<file path="src/rtl/lif_pkg.sv">
// Shared definitions for the LIF neuron array: sweep state encoding, gain default,
// datapath width and the unsigned clamp used on the membrane voltage.
package lif_pkg;

  localparam int LIF_GAIN_DEFAULT = 20;

  localparam logic [1:0] IDLE  = 2'd0;
  localparam logic [1:0] SWEEP = 2'd1;
  localparam logic [1:0] DONE  = 2'd2;

  // Headroom for i*GAIN plus a sign bit, so drive - v never wraps.
  function automatic int acc_width(input int v_width, input int i_width);
    return v_width + i_width + 6;
  endfunction

  function automatic longint clamp_unsigned(input longint x, input int width);
    longint hi;
    hi = (64'sd1 <<< width) - 64'sd1;
    if (x < 64'sd0) begin
      return 64'sd0;
    end else if (x > hi) begin
      return hi;
    end else begin
      return x;
    end
  endfunction

endpackage

</file>
<file path="src/rtl/lif_neuron_array_if.sv">
// Control, stimulus and readout bundle of the LIF neuron array.
interface lif_neuron_array_if #(
  parameter int N_NEURONS = 4,
  parameter int V_WIDTH   = 16,
  parameter int I_WIDTH   = 8,
  parameter int R_WIDTH   = 4
);
  localparam int A_WIDTH = (N_NEURONS > 1) ? $clog2(N_NEURONS) : 1;

  logic                         tick;
  logic [N_NEURONS*I_WIDTH-1:0] i_ext;
  logic [V_WIDTH-1:0]           thresh;
  logic [2:0]                   leak_shift;
  logic [R_WIDTH-1:0]           refrac_len;
  logic                         busy;
  logic                         done;
  logic [N_NEURONS-1:0]         spikes;
  logic                         overrun;
  logic [A_WIDTH-1:0]           rd_addr;
  logic [V_WIDTH-1:0]           rd_voltage;

  modport master (
    output tick, i_ext, thresh, leak_shift, refrac_len, rd_addr,
    input  busy, done, spikes, overrun, rd_voltage
  );

  modport slave (
    input  tick, i_ext, thresh, leak_shift, refrac_len, rd_addr,
    output busy, done, spikes, overrun, rd_voltage
  );
endinterface

</file>
<file path="src/rtl/lif_update.sv">
// Combinational single-neuron LIF step: leaky integration toward i*GAIN,
// clamp, threshold test and refractory countdown.
module lif_update
  import lif_pkg::*;
#(
  parameter int V_WIDTH = 16,
  parameter int I_WIDTH = 8,
  parameter int R_WIDTH = 4,
  parameter int GAIN    = LIF_GAIN_DEFAULT
) (
  input  logic [V_WIDTH-1:0] v,
  input  logic [R_WIDTH-1:0] refrac,
  input  logic [I_WIDTH-1:0] i_cur,
  input  logic [V_WIDTH-1:0] thresh,
  input  logic [2:0]         leak_shift,
  input  logic [R_WIDTH-1:0] refrac_len,
  output logic [V_WIDTH-1:0] v_new,
  output logic [R_WIDTH-1:0] refrac_new,
  output logic               spike
);
  localparam int W = acc_width(V_WIDTH, I_WIDTH);
  localparam logic signed [W-1:0] GAIN_W = W'(GAIN);

  logic signed [W-1:0]  drive_s;
  logic signed [W-1:0]  v_ext_s;
  logic signed [W-1:0]  step_s;
  logic signed [W-1:0]  v_next_s;
  logic [V_WIDTH-1:0]   v_clamp_s;

  // Integrate, clamp, then decide refractory / fire / hold.
  always_comb begin
    drive_s   = $signed(W'(i_cur)) * GAIN_W;
    v_ext_s   = $signed(W'(v));
    step_s    = (drive_s - v_ext_s) >>> leak_shift;
    v_next_s  = v_ext_s + step_s;
    v_clamp_s = V_WIDTH'(clamp_unsigned(longint'(v_next_s), V_WIDTH));
    if (refrac != '0) begin
      v_new      = '0;
      refrac_new = refrac - R_WIDTH'(1);
      spike      = 1'b0;
    end else if (v_clamp_s >= thresh) begin
      v_new      = '0;
      refrac_new = refrac_len;
      spike      = 1'b1;
    end else begin
      v_new      = v_clamp_s;
      refrac_new = '0;
      spike      = 1'b0;
    end
  end
endmodule

</file>
<file path="src/rtl/lif_neuron_array.sv">
// Time-multiplexed LIF neuron array: one shared lif_update datapath walks every
// neuron once per accepted tick, then reports the sweep's spike vector with done.
module lif_neuron_array
  import lif_pkg::*;
#(
  parameter int N_NEURONS = 4,
  parameter int V_WIDTH   = 16,
  parameter int I_WIDTH   = 8,
  parameter int GAIN      = LIF_GAIN_DEFAULT,
  parameter int R_WIDTH   = 4
) (
  input  logic             clk,
  input  logic             reset,
  lif_neuron_array_if.slave bus
);
  localparam int A_WIDTH = (N_NEURONS > 1) ? $clog2(N_NEURONS) : 1;
  localparam logic [A_WIDTH-1:0] LAST_IDX = A_WIDTH'(N_NEURONS - 1);

  logic [V_WIDTH-1:0]           v_q    [N_NEURONS];
  logic [V_WIDTH-1:0]           v_d    [N_NEURONS];
  logic [R_WIDTH-1:0]           ref_q  [N_NEURONS];
  logic [R_WIDTH-1:0]           ref_d  [N_NEURONS];
  logic [1:0]                   state_q, state_d;
  logic [A_WIDTH-1:0]           idx_q, idx_d;
  logic [N_NEURONS-1:0]         acc_q, acc_d;
  logic [N_NEURONS-1:0]         spikes_q, spikes_d;
  logic                         busy_q, busy_d;
  logic                         done_q, done_d;
  logic                         overrun_q, overrun_d;
  logic [V_WIDTH-1:0]           rd_q, rd_d;
  logic [N_NEURONS*I_WIDTH-1:0] iext_q, iext_d;
  logic [V_WIDTH-1:0]           thresh_q, thresh_d;
  logic [2:0]                   shift_q, shift_d;
  logic [R_WIDTH-1:0]           rlen_q, rlen_d;

  logic [I_WIDTH-1:0] i_sel_s;
  logic [V_WIDTH-1:0] v_new_s;
  logic [R_WIDTH-1:0] ref_new_s;
  logic               spike_s;

  assign i_sel_s = iext_q[int'(idx_q) * I_WIDTH +: I_WIDTH];

  lif_update #(
    .V_WIDTH (V_WIDTH),
    .I_WIDTH (I_WIDTH),
    .R_WIDTH (R_WIDTH),
    .GAIN    (GAIN)
  ) u_update (
    .v          (v_q[idx_q]),
    .refrac     (ref_q[idx_q]),
    .i_cur      (i_sel_s),
    .thresh     (thresh_q),
    .leak_shift (shift_q),
    .refrac_len (rlen_q),
    .v_new      (v_new_s),
    .refrac_new (ref_new_s),
    .spike      (spike_s)
  );

  // Sweep control, operand snapshot and per-neuron write-back.
  always_comb begin
    state_d   = state_q;
    idx_d     = idx_q;
    acc_d     = acc_q;
    spikes_d  = spikes_q;
    overrun_d = overrun_q;
    iext_d    = iext_q;
    thresh_d  = thresh_q;
    shift_d   = shift_q;
    rlen_d    = rlen_q;
    v_d       = v_q;
    ref_d     = ref_q;
    case (state_q)
      IDLE: begin
        if (bus.tick) begin
          state_d  = SWEEP;
          idx_d    = '0;
          acc_d    = '0;
          iext_d   = bus.i_ext;
          thresh_d = bus.thresh;
          shift_d  = bus.leak_shift;
          rlen_d   = bus.refrac_len;
        end else begin
          state_d  = IDLE;
        end
      end
      SWEEP: begin
        v_d[idx_q]   = v_new_s;
        ref_d[idx_q] = ref_new_s;
        acc_d[idx_q] = spike_s;
        overrun_d    = overrun_q | bus.tick;
        if (idx_q == LAST_IDX) begin
          state_d  = DONE;
          idx_d    = '0;
          spikes_d = acc_d;
        end else begin
          idx_d    = idx_q + A_WIDTH'(1);
        end
      end
      DONE: begin
        overrun_d = overrun_q | bus.tick;
        state_d   = IDLE;
      end
      default: begin
        state_d = IDLE;
      end
    endcase
    busy_d = (state_d == SWEEP);
    done_d = (state_d == DONE);
    rd_d   = v_q[bus.rd_addr];
  end

  // State registers; reset aborts any sweep in flight.
  always_ff @(posedge clk or posedge reset) begin
    if (reset) begin
      for (int k = 0; k < N_NEURONS; k++) begin
        v_q[k]   <= '0;
        ref_q[k] <= '0;
      end
      state_q   <= IDLE;
      idx_q     <= '0;
      acc_q     <= '0;
      spikes_q  <= '0;
      busy_q    <= 1'b0;
      done_q    <= 1'b0;
      overrun_q <= 1'b0;
      rd_q      <= '0;
      iext_q    <= '0;
      thresh_q  <= '0;
      shift_q   <= 3'd0;
      rlen_q    <= '0;
    end else begin
      v_q       <= v_d;
      ref_q     <= ref_d;
      state_q   <= state_d;
      idx_q     <= idx_d;
      acc_q     <= acc_d;
      spikes_q  <= spikes_d;
      busy_q    <= busy_d;
      done_q    <= done_d;
      overrun_q <= overrun_d;
      rd_q      <= rd_d;
      iext_q    <= iext_d;
      thresh_q  <= thresh_d;
      shift_q   <= shift_d;
      rlen_q    <= rlen_d;
    end
  end

  assign bus.busy       = busy_q;
  assign bus.done       = done_q;
  assign bus.spikes     = spikes_q;
  assign bus.overrun    = overrun_q;
  assign bus.rd_voltage = rd_q;
endmodule
</file>
<file path="src/flat_wrapper.sv">
// flat-port wrapper written by rule: the top's interface ports become plain ports
module lif_neuron_array_flat import lif_pkg::*;
#(
  parameter int N_NEURONS = 4,
  parameter int V_WIDTH   = 16,
  parameter int I_WIDTH   = 8,
  parameter int GAIN      = LIF_GAIN_DEFAULT,
  parameter int R_WIDTH   = 4
)
  (clk, reset, bus_tick, bus_i_ext, bus_thresh, bus_leak_shift, bus_refrac_len, bus_rd_addr, bus_busy, bus_done, bus_spikes, bus_overrun, bus_rd_voltage);
  lif_neuron_array_if #(.N_NEURONS(N_NEURONS), .V_WIDTH(V_WIDTH), .I_WIDTH(I_WIDTH), .R_WIDTH(R_WIDTH)) bus_i ();
  input  logic clk;
  input  logic reset;
  input wire logic [$bits(bus_i.tick)-1:0] bus_tick;
  input wire logic [$bits(bus_i.i_ext)-1:0] bus_i_ext;
  input wire logic [$bits(bus_i.thresh)-1:0] bus_thresh;
  input wire logic [$bits(bus_i.leak_shift)-1:0] bus_leak_shift;
  input wire logic [$bits(bus_i.refrac_len)-1:0] bus_refrac_len;
  input wire logic [$bits(bus_i.rd_addr)-1:0] bus_rd_addr;
  output wire logic [$bits(bus_i.busy)-1:0] bus_busy;
  output wire logic [$bits(bus_i.done)-1:0] bus_done;
  output wire logic [$bits(bus_i.spikes)-1:0] bus_spikes;
  output wire logic [$bits(bus_i.overrun)-1:0] bus_overrun;
  output wire logic [$bits(bus_i.rd_voltage)-1:0] bus_rd_voltage;
  assign bus_i.tick = bus_tick;
  assign bus_i.i_ext = bus_i_ext;
  assign bus_i.thresh = bus_thresh;
  assign bus_i.leak_shift = bus_leak_shift;
  assign bus_i.refrac_len = bus_refrac_len;
  assign bus_i.rd_addr = bus_rd_addr;
  assign bus_busy = bus_i.busy;
  assign bus_done = bus_i.done;
  assign bus_spikes = bus_i.spikes;
  assign bus_overrun = bus_i.overrun;
  assign bus_rd_voltage = bus_i.rd_voltage;
  lif_neuron_array #(.N_NEURONS(N_NEURONS), .V_WIDTH(V_WIDTH), .I_WIDTH(I_WIDTH), .GAIN(GAIN), .R_WIDTH(R_WIDTH)) u_core (.clk(clk), .reset(reset), .bus(bus_i));
endmodule
</file>
<file path="config.mk">
export PLATFORM = sky130hd
export DESIGN_NAME = lif_neuron_array_flat
export DESIGN_NICKNAME = d
export VERILOG_FILES = /design/src/rtl/lif_pkg.sv /design/src/rtl/lif_neuron_array_if.sv /design/src/rtl/lif_update.sv /design/src/rtl/lif_neuron_array.sv /design/src/flat_wrapper.sv
export SDC_FILE = /design/constraint.sdc
export NUM_CORES = 1
export LEC_CHECK = 0
export CAP_MARGIN = 5
export CORE_UTILIZATION = 59
export DETAILED_ROUTE_END_ITERATION = 16
export MAX_ROUTING_LAYER = met4
export PLACE_DENSITY = 0.8
export SLEW_MARGIN = 20
export SYNTH_ARGS = -nofsm -noshare
export SYNTH_HDL_FRONTEND = slang
export SYNTH_SLANG_ARGS = --single-unit
</file>
<file path="constraint.sdc">
create_clock -name clk -period 12.44 [get_ports clk]
set_input_delay 2.488 -clock clk [delete_from_list [all_inputs] [get_ports clk]]
set_output_delay 2.488 -clock clk [all_outputs]
set_load 0.01 [all_outputs]
</file>
==> results.md, run 1 <==
- The path class of the tightest hold or removal check is flip-flop to flip-flop.
- The cell family contributing the most delay on the critical path is compound AO/OA/AOI/OAI gates.
- The number of hold-slack violations in the final timing report is 0.
- The number of cells produced by synthesis is 979.
- The count of buffers inserted at the top-level ports is 82.
- The detailed-placement wirelength estimate is 18600 um.
- The post-CTS setup-driven buffer insertion count is 0.
- Clock-pin slew was measured on the worst setup and hold paths at 70 ps.
- The first detailed-routing pass ran for 5 iterations.
- The run finished with clean final reports.
- At the end of routability-driven placement, the weighted congestion stood at 0.955.
- The routed length per placed instance is 20.0 um.
- For the pin with the worst max-slew slack, the measured transition is 996 ps.
- The post-route clock skew is 10.2 ps.
- The number of max-slew violations in the final report is 0.
- Together, buffers and inverters on the worst path number 0.
- The routed design could run at a clock period as short as 10680 ps.
- The final layout net count is 1170.
- The largest single stage delay on the critical path is 680 ps.
- The mapped netlist covers 0.0104 sq mm.
- For this configuration, the core starts out at a cell density of 0.604.
- Setup repair after global routing left no endpoint under its margin.
- The commonest cells after synthesis are sky130_fd_sc_hd__dfrtp_1, sky130_fd_sc_hd__nor2_1, sky130_fd_sc_hd__nand2_1.
- After detailed routing, the number of remaining DRC violations is 0.
- The part of the cycle the worst path needs is 0.859.
- The clock tree synthesis step divided the H-tree into 4 levels.
- The total routed wirelength is 25600 um.
- The quantity of gates resized following cts is 0.
- The die covers 0.0182 sq mm.
- Buffers inserted during clock tree synthesis total 17.
- The filler cells instantiated in the layout total 1256.
- Of the synthesized area, sequential elements account for 0.396.
- At the worst endpoint, the required time is 12770 ps.
- The critical-path maximum fanout is 16.
- The number of standard-cell rows in the floorplan is 48.
- Among all cell types in the netlist, the one instantiated most often is sky130_fd_sc_hd__dfrtp_1.
- At the worst endpoint, the arrival time is 11010 ps.
- The relative slew slack is 0.334.
- The most used flip-flop cell after synthesis is sky130_fd_sc_hd__dfrtp_1.
- The total vias in the final route is 8094.
- Setup violations remaining at the end of the flow were counted as 0.
- The number of synthesized flops with an enable pin is 0.
- The library cell contributing the largest single delay on the critical path is sky130_fd_sc_hd__dfrtp_2.
- Derived from the worst setup path, the maximum achievable clock frequency is 0.0936 GHz.
- The die is 135 um wide.
- The buffer levels on the longest clock path is 2.
- Yosys attributes the largest share of cell area to sky130_fd_sc_hd__dfrtp_1, sky130_fd_sc_hd__mux4_2, sky130_fd_sc_hd__ha_1.
- After global routing the overflow that remains totals 0.
- The detail-routed via count per cell is 6.32.
- Averaged over all synthesized cells, the footprint is 10.7 sq um.
- The count of distinct cell types in the synthesized netlist is 66.
- Of all flip-flops after synthesis, the portion carrying an async set or reset was 1.00.
- After the first detailed-routing iteration, the DRC count stood at 811.
- The number of global-route vias before repair is 7934.
- Of the post-synthesis cell area, the dominant cell type holds 0.396.
- In this run, post-CTS hold repair placed 0 buffers.
- The number of storage elements in the synthesis netlist is 165.
- The largest total area in the synthesized netlist belongs to sky130_fd_sc_hd__dfrtp_1.
- The number of antenna violations at the first check in global routing was 0.
- The height of the die is 135 um.
- The critical path is of the flip-flop to flip-flop type.
- The worst setup path is launched from a flip-flop.
- STA classifies the critical path endpoint as a flip-flop.
- The number of sinks handled by clock tree synthesis is 165.
- The TritonCTS clock tree is yes.
- The number of diodes added for antenna fixing is 0.
- When the netlist entered floorplanning its net count stood at 1106.
- The count of nets left with antenna violations once routing finished came out at 0.
- The area of the core is 0.0173 sq mm.
- The post-route setup TNS is 0 ps.
- The clock tree root buffer cell is sky130_fd_sc_hd__clkbuf_16.
- In this design, the critical path's most frequently occurring cell is sky130_fd_sc_hd__ha_1.
- The number of top-level pins is 83.
- The first global-routing pass estimated 42400 um of wire.
- The share of cells above drive strength 1 is 0.173.
- Compared with the post-synthesis result, the final layout area differs by 15.1%.
- The aggregate global-route resource usage is 0.314.
- The clock reaches the later pin of the worst-skew pair after 430 ps.
- Yosys printed 0 warnings.
- Entering global routing, the biggest net connects 97 pins.
- The max capacitance violation total is 0.
[metal layers]
metal,share of wire,track usage
met1,0.43,0.416
met2,0.47,0.478
met3,0.064,0.0664
met4,0.031,0.111
met5,0,-
[registers in the layout (all words and copies together) (netlist names)]
signal,count
u_core.bus.done,1
u_core.v_q,64
u_core.bus.rd_voltage,16
u_core.iext_q,32
u_core.thresh_q,16
u_core.bus.overrun,1
u_core.ref_q,16
u_core.bus.spikes,4
u_core.shift_q,3
u_core.state_q,2
u_core.idx_q,2
u_core.bus.busy,1
u_core.acc_q,3
u_core.rlen_q,4
[area by class of cell]
class	instances	area, sq um	area share
multi-input combinational	713	5910	0.492
clock buffer	21	460	0.0383
tap	225	282	0.0234
clock inverter	10	125	0.0104
timing repair buffer	92	896	0.0746
inverter	54	208	0.0173
sequential	165	4130	0.344
[worst paths after layout]
check,slack (ps),start,depth (start not counted),endpoint
worst max-delay path,1760,u_core.idx_q[0],35,u_core.v_q[14]
worst min-delay path,460,u_core.bus.overrun,1,u_core.bus.overrun
worst max register to register,1760,u_core.idx_q[0],35,u_core.v_q[14]
worst min register to register,460,u_core.bus.overrun,1,u_core.bus.overrun
max in group asynchronous,8390,reset,3,u_core.v_q[36]
min in group asynchronous,2610,reset,2,u_core.iext_q[29]
[cells by family (layout without fill, tap and decap cells)]
kind of cell    Yosys count  count (layout)  synth area share
flops                   165             165             0.396
xor+xnor                 29              29            0.0243
compound gates          256             256             0.174
fa+ha+maj                67              67            0.0817
mux                     124             124             0.183
simple gates            237             237             0.103
buf+inv                 101             177            0.0386
[metrics by stage]
stage          setup WS (ps)  instance area, sq um  hold WS, ps  std cells   util
6_report                1760                 12000          460       1280  0.694
2_1_floorplan           2920                 10400          445        979      -
5_1_grt                  964                 12000          495       1280  0.694
4_1_cts                 1560                 12000          463       1280  0.694
3_3_place_gp            1880                 11400          445       1249  0.661
3_5_place_dp            1630                 11400          448       1249  0.661
[cells in the final DEF (no fill, tap or decap), drive strengths merged, types with 4 or more instances in the layout]
| master | count |
|---|---|
| dfrtp | 165 |
| nor2 | 98 |
| clkdlybuf4s50 | 82 |
| nand2 | 70 |
| o21ai | 66 |
| mux2 | 65 |
| ha | 65 |
| inv | 55 |
| a21oi | 54 |
| mux4 | 47 |
| a211oi | 42 |
| clkbuf | 21 |
| xnor2 | 19 |
| a21o | 15 |
| nor2b | 13 |
| nor3 | 13 |
| mux2i | 12 |
| o31ai | 12 |
| xor2 | 10 |
| buf | 10 |
| a31oi | 9 |
| nand3 | 9 |
| o211ai | 9 |
| a311oi | 7 |
| and2 | 7 |
| and3 | 6 |
| o21bai | 5 |
| nand2b | 5 |
| o21a | 5 |
| clkinv | 4 |
Power of run 1 is left out: the tool's default activity adds up to more than one toggle a clock period on the data nets, which glitch-free logic cannot reach.
==> run 2, diff against run 1 <==
--- a/config.mk
+++ b/config.mk
@@ -10,6 +10,7 @@
 export DETAILED_ROUTE_END_ITERATION = 16
 export MAX_ROUTING_LAYER = met4
 export PLACE_DENSITY = 0.8
+export REMOVE_ABC_BUFFERS = 1
 export SLEW_MARGIN = 20
 export SYNTH_ARGS = -nofsm -noshare
 export SYNTH_HDL_FRONTEND = slang
==> run 2 against run 1 <==
Effect of this change: hold slack improved by 6.5 ps; critical path type unchanged; die area unchanged; core utilization increased by 0.18 points; register-to-register slack improved by 280 ps; largest cell class unchanged; wire length decreased by 0.66%; sequential share of layout area decreased by 0.089 points; first-iteration DRC count decreased by 19%; design area increased by 0.26%; clock-buffer cell count decreased by 2; critical path depth increased by 1; critical endpoint is now u_core.v_q[50]; final cell count increased by 0.16%.
==> results.md, run 2 (synthesis results as in run 1) <==
- The detail-routed via count per cell was 6.26 (-0.98%).
- In this run the most critical hold path is launched from u_core.bus.overrun.
- The buffer levels on the longest clock path is 2 (unchanged).
- The total routed wirelength is 25500 um (-0.66%).
- The number of antenna violations at the first check in global routing is 0 (unchanged).
- The number of diodes added for antenna fixing is 0 (unchanged).
- The max capacitance violation total is 0 (unchanged).
- The number of sinks handled by clock tree synthesis came to 165 (unchanged).
- The critical path is of the flip-flop to flip-flop type.
- The worst register-to-register path ends at u_core.v_q[50].
- The share of cells above drive strength 1 is 0.174 (+0.00157).
- The relative slew slack is 0.310 (-0.0242).
- The critical-path maximum fanout came to 16 (unchanged).
- The launching element type of the critical path is a flip-flop.
- The weighted congestion at the end of routability-driven global placement came to 0.959 (+0.39%).
- The total vias in the final route is 8027 (-0.83%).
- The TritonCTS clock tree is yes.
- The overall die area is 0.0182 sq mm (unchanged).
- The worst endpoint data arrival time is 10750 ps (-260 ps).
- The path with the worst hold slack has its endpoint at u_core.bus.overrun.
- The length of the first detailed-routing pass in iterations is 6 (+1).
- The post-route clock skew is 9.09 ps (-1.15 ps).
- The count of buffers inserted at the top-level ports is 82 (unchanged).
- The required time of the critical path was 12790 ps (+20 ps).
- The number of flip-flops in the largest register came to 64 (unchanged).
- The largest stage delay on the critical path is 750 ps (+70 ps).
- The number of nets with antenna violations after detailed routing was 0 (unchanged).
- The final layout net count is 1171 (+0.085%).
- The violation count after the first detailed-route iteration is 658 (-19%).
- The largest individual stage delay along the critical path comes from the cell sky130_fd_sc_hd__dfrtp_1.
- The post-route setup TNS is 0 ps (unchanged).
- The number of levels in the clock H-tree is 4 (unchanged).
- The number of hold-slack violations in the final timing report is 0 (unchanged).
- The global-route wire length before repair is 42600 um (+0.64%).
- The worst setup slack for register-to-register paths came to 2040 ps (+280 ps).
- The worst register-to-register path begins at u_core.idx_q[1].
- The top cell types in the final layout, fill and taps aside, are sky130_fd_sc_hd__dfrtp_1, sky130_fd_sc_hd__nor2_1, sky130_fd_sc_hd__clkdlybuf4s50_1.
- Setup repair after global routing left no endpoint under its margin.
- From synthesis to final layout, the design area changed by 15.4%.
- The aggregate global routing overflow came to 0 (unchanged).
- The number of max-slew violations in the final report is 0 (unchanged).
- The number of top-level pins came to 83 (unchanged).
- STA classifies the critical path endpoint as a flip-flop.
- The clock latency of the later-clocked register in the worst-skew pair is 440 ps (about the same).
- The clock-pin slew reported for the worst setup and hold paths after clock tree synthesis is 70 ps (about the same).
- The path class of the tightest hold or removal check is flip-flop to flip-flop.
- The number of global-route vias before repair is 8241 (+3.9%).
- The number of endpoints failing setup at the final stage is 0 (unchanged).
- The post-CTS setup-driven buffer insertion count was 0 (unchanged).
- The aggregate global-route resource usage came to 0.314 (+0.000403).
- The maximum clock frequency is 0.0962 GHz (+2.7%).
- The routed length per placed instance is 19.9 um (-0.82%).
- The initial core utilization came to 0.604 (unchanged).
- Counting flops per register, the top entry is u_core.v_q.
- The final worst setup slack is 2040 ps (+284 ps).
- The post-layout instance count excluding filler cells is 1282 (+0.16%).
- The shortest clock period the worst path allows after layout came to 10400 ps (-284 ps).
- The setup slack at placement is 2300 ps (+672 ps).
- The number of clock buffers inserted by TritonCTS is 17 (unchanged).
- The slew at the pin with the worst max-slew slack came to 1030 ps (+36.2 ps).
- The cell that appears most often on the critical path is sky130_fd_sc_hd__ha_1.
- The post-detailed-route DRC marker count is 0 (unchanged).
- The height of the die is 135 um (unchanged).
- The number of instances on the worst hold path was 1 (unchanged).
- The width of the die is 135 um (unchanged).
- The detailed-placement wirelength estimate was 18000 um (-3.3%).
- The maximum number of pins on one net before global-route repair is 96 (-1.0%).
- The run finished with clean final reports.
- The number of buffers inserted for hold repair after clock tree synthesis is 0 (unchanged).
- The worst hold slack after final layout came to 466 ps (+6.45 ps).
- The quantity of gates resized following cts is 0 (unchanged).
- The number of standard-cell rows in the floorplan was 48 (unchanged).
- The area of the core is 0.0173 sq mm (unchanged).
- The most common cell after layout, fill and taps aside is sky130_fd_sc_hd__dfrtp_1.
- The part of the cycle the worst path needs was 0.836 (-0.0228).
- The clock tree root buffer cell is sky130_fd_sc_hd__clkbuf_16.
- In the final layout, the registers with the most flip-flops are u_core.v_q x64, u_core.iext_q x32.
- The number of placed cells counting well taps is 1250 (+0.080%).
- The cell count of the worst reg-to-reg path is 36 (+2.9%).
## run 2: cell count changes in the layout (fill, tap and decap cells not counted), sizes merged
cell	previous run	this run
inv	55	57
clkinvlp	3	2
buf	10	11
clkinv	4	6
clkbuf	21	19
## run 2: how the worst max path moves through the flow
stage                          startpoint              to
after floorplan           u_core.idx_q[0]  u_core.v_q[60]
after global placement    u_core.idx_q[1]  u_core.v_q[14]
after detailed placement  u_core.idx_q[1]  u_core.v_q[60]
after CTS                 u_core.idx_q[0]  u_core.v_q[14]
after global routing      u_core.idx_q[1]  u_core.v_q[44]
final                     u_core.idx_q[1]  u_core.v_q[50]
## run 2: stage by stage
| step | utilization | instance area [sq um] |
|---|---|---|
| final | 0.696 | 12000 |
| after global routing | 0.696 | 12000 |
| after CTS | 0.696 | 12000 |
| after detailed placement | 0.661 | 11400 |
| after global placement | 0.661 | 11400 |
| after floorplan | - | 10200 |
## run 2: layout make-up
type / instances / area [sq um]
clock inverters: 13 / 168
well taps: 225 / 282
inverters: 54 / 208
multi-input cells: 713 / 5910
repair buffers: 93 / 903
flip-flops and latches: 165 / 4130
clock buffers: 19 / 443
fillers: 1287 / 5250
## run 2: layer usage
layer | share of wire | GRT usage | up-vias | wire (um)
met3 | 0.058 | 0.0578 | 63 | 1490
li1 | - | - | 3729 | -
met4 | 0.027 | 0.125 | 0 | 686
met2 | 0.50 | 0.512 | 295 | 12800
met5 | 0 | - | - | 0
met1 | 0.41 | 0.387 | 3940 | 10500
## run 2: critical path: cells and delay by family, from the launching register on
kind | cells | cell delay (ps)
AO/OA/AOI/OAI | 21 | 5870
flip-flops | 1 | 750
adder cells (fa/ha/maj) | 6 | 1900
AND/OR/NAND/NOR | 6 | 980
buffers and inverters | 1 | 240
XOR/XNOR | 1 | 90
multiplexers | 1 | 450
Power of run 2 is left out for the same reason.
==> run 3, diff against run 2 <==
==> constraint.sdc (replaced) <==
create_clock -name clk -period 9.7 [get_ports clk]
set_input_delay 1.94 -clock clk [delete_from_list [all_inputs] [get_ports clk]]
set_output_delay 1.94 -clock clk [all_outputs]
set_load 0.01 [all_outputs]
==> run 3 against run 2 <==
Effect of this change: clock skew rose by 6.0 ps; sequential share of layout area shrank 0.89 points; wire length grew 4.6%; global-route usage increased by 0.59 points; design area increased by 2.7%; fmax rose by 11%; final cell count rose by 1.9%; hold slack barely moved; die area unchanged; clock-buffer cell count is 1 lower; critical path type unchanged; critical endpoint is now u_core.v_q[33].
==> results.md, run 3 (synthesis results as in run 1) <==
- The flow ran to the end, and the final reports show no timing, DRC or antenna violations.
- The count of buffers inserted at the top-level ports is 82 (unchanged).
- The maximum clock frequency is 0.107 GHz (+11%).
- The clock-pin slew reported for the worst setup and hold paths after clock tree synthesis is 80 ps (about the same).
- The post-route clock skew is 15.1 ps (+6.00 ps).
- The layout-stage area growth over the synthesis result is 18.4%.
- The slew at the pin with the worst max-slew slack is 1090 ps (+61.6 ps).
- The violation count after the first detailed-route iteration came to 829 (+26%).
- The required time of the critical path was 10040 ps (-2750 ps).
- The total routed wirelength is 26600 um (+4.6%).
- The buffer levels on the longest clock path is 2 (unchanged).
- The number of flip-flops in the largest register is 64 (unchanged).
- The global-route wire length before repair is 43200 um (+1.5%).
- The length of the first detailed-routing pass in iterations was 5 (-1).
- The overall die area is 0.0182 sq mm (unchanged).
- The area of the core came to 0.0173 sq mm (unchanged).
- The clock latency of the later-clocked register in the worst-skew pair is 450 ps (about the same).
- The number of standard-cell rows in the floorplan was 48 (unchanged).
- The register with the most flip-flops is u_core.v_q.
- The number of buffers inserted for hold repair after clock tree synthesis came to 0 (unchanged).
- The post-placement cell area is 0.0115 sq mm (+0.85%).
- The number of nets with antenna violations after detailed routing is 0 (unchanged).
- The number of diodes added for antenna fixing was 0 (unchanged).
- The library cell contributing the largest single delay on the critical path is sky130_fd_sc_hd__mux4_2.
- Leaving out fill and tap cells, the most frequent cell in the layout is sky130_fd_sc_hd__dfrtp_1.
- The detailed-placement wirelength estimate is 18300 um (+1.6%).
- The height of the die came to 135 um (unchanged).
- The top cell types in the final layout, fill and taps aside, are sky130_fd_sc_hd__dfrtp_1, sky130_fd_sc_hd__nor2_1, sky130_fd_sc_hd__clkdlybuf4s50_1.
- The number of top-level pins came to 83 (unchanged).
- The number of max-slew violations in the final report is 0 (unchanged).
- The part of the cycle the worst path needs came to 0.966 (+0.130).
- The aggregate global-route resource usage is 0.320 (+0.00588).
- The setup path with the least slack is of type flip-flop to flip-flop.
- The detail-routed via count per cell is 6.46 (+3.1%).
- The number of endpoints failing setup at the final stage is 0 (unchanged).
- The cell repeated most along the worst path is sky130_fd_sc_hd__ha_1.
- The number of levels in the clock H-tree came to 4 (unchanged).
- The weighted congestion at the end of routability-driven global placement is 0.953 (-0.59%).
- The largest registers in the layout are u_core.v_q x64, u_core.iext_q x32.
- The width of the die was 135 um (unchanged).
- The sort of element at the end of the critical path is a flip-flop.
- The final layout net count is 1195 (+2.0%).
- The max capacitance violation total was 0 (unchanged).
- The worst hold slack after final layout was 467 ps (+0.265 ps).
- The largest stage delay on the critical path came to 520 ps (-230 ps).
- The number of sinks handled by clock tree synthesis was 165 (unchanged).
- The routed length per placed instance is 20.4 um (+2.6%).
- The critical-path maximum fanout is 15 (-1).
- The post-detailed-route DRC marker count is 0 (unchanged).
- The cell sitting at the root of the clock tree is a sky130_fd_sc_hd__clkbuf_16.
- The total vias in the final route is 8434 (+5.1%).
- The initial core utilization is 0.604 (unchanged).
- The number of antenna violations at the first check in global routing came to 0 (unchanged).
- TritonCTS built the clock tree.
- The cell area after layout is 0.0124 sq mm (+2.7%).
- The launching element type of the critical path is a flip-flop.
- The maximum number of pins on one net before global-route repair is 99 (+3.1%).
- The relative slew slack was 0.271 (-0.0389).
- The number of fill cells is 1210 (-6.0%).
- The shortest clock period the worst path allows after layout was 9370 ps (-1030 ps).
- The number of hold-slack violations in the final timing report is 0 (unchanged).
- The number of clock buffers inserted by TritonCTS came to 17 (unchanged).
- The worst min-delay path category is flip-flop to flip-flop.
- The share of cells above drive strength 1 is 0.213 (+0.0387).
- The worst endpoint data arrival time is 9710 ps (-1040 ps).
- The aggregate global routing overflow is 0 (unchanged).
- The number of global-route vias before repair is 8402 (+2.0%).
run 3: per-layer routing:
layer | vias up | global-route usage | routed length, um
met2 | 413 | 0.501 | 13100
met3 | 88 | 0.0694 | 1970
li1 | 3788 | - | -
met4 | 0 | 0.147 | 949
met1 | 4145 | 0.398 | 10600
met5 | - | - | 0
run 3: critical path: cells and delay by family (launching register included):
family / cells / cell delay (ps)
compound gates: 18 / 4400
xor+xnor: 2 / 330
fa+ha+maj: 5 / 1840
buf+inv: 4 / 830
flops: 1 / 500
mux: 3 / 850
simple gates: 4 / 510
run 3: cell type report:
type	instances	area, sq um	share of cell area
Tap cell	225	282	0.0228
Clock inverter	14	181	0.0147
Clock buffer	18	439	0.0355
Sequential cell	165	4130	0.334
Timing Repair Buffer	116	1080	0.0876
Multi-Input combinational cell	714	6040	0.489
Inverter	54	208	0.0168
run 3: worst paths after layout:
path                               startpoint                  endpoint  slack [ps]  cells past startpoint
setup / recovery              u_core.idx_q[0]            u_core.v_q[33]         330                     36
hold / removal             u_core.bus.overrun        u_core.bus.overrun         470                      1
setup reg to reg              u_core.idx_q[0]            u_core.v_q[33]         330                     36
hold reg to reg            u_core.bus.overrun        u_core.bus.overrun         470                      1
max in group asynchronous               reset  u_core.bus.rd_voltage[7]        6240                      3
min in group asynchronous               reset         u_core.iext_q[31]        2060                      2
run 3: per-stage QoR:
stage	setup WS, ps	utilization	setup TNS (ps)	cells
detailed placement	117	0.667	0	1263
global route	-143	0.715	-2100	1306
CTS	15.1	0.703	0	1295
finish	333	0.715	0	1306
floorplan	-559	-	-32690	932
global placement	360	0.667	0	1263
run 3: repair_timing:
action / in CTS / in global routing
setup endpoints to repair: 2 / 87
pin swaps: 0 / 8
cloned: 0 / 1
resized for setup: 1 / 36
buffers inserted: 0 / 10
Power of run 3 is left out for the same reason.
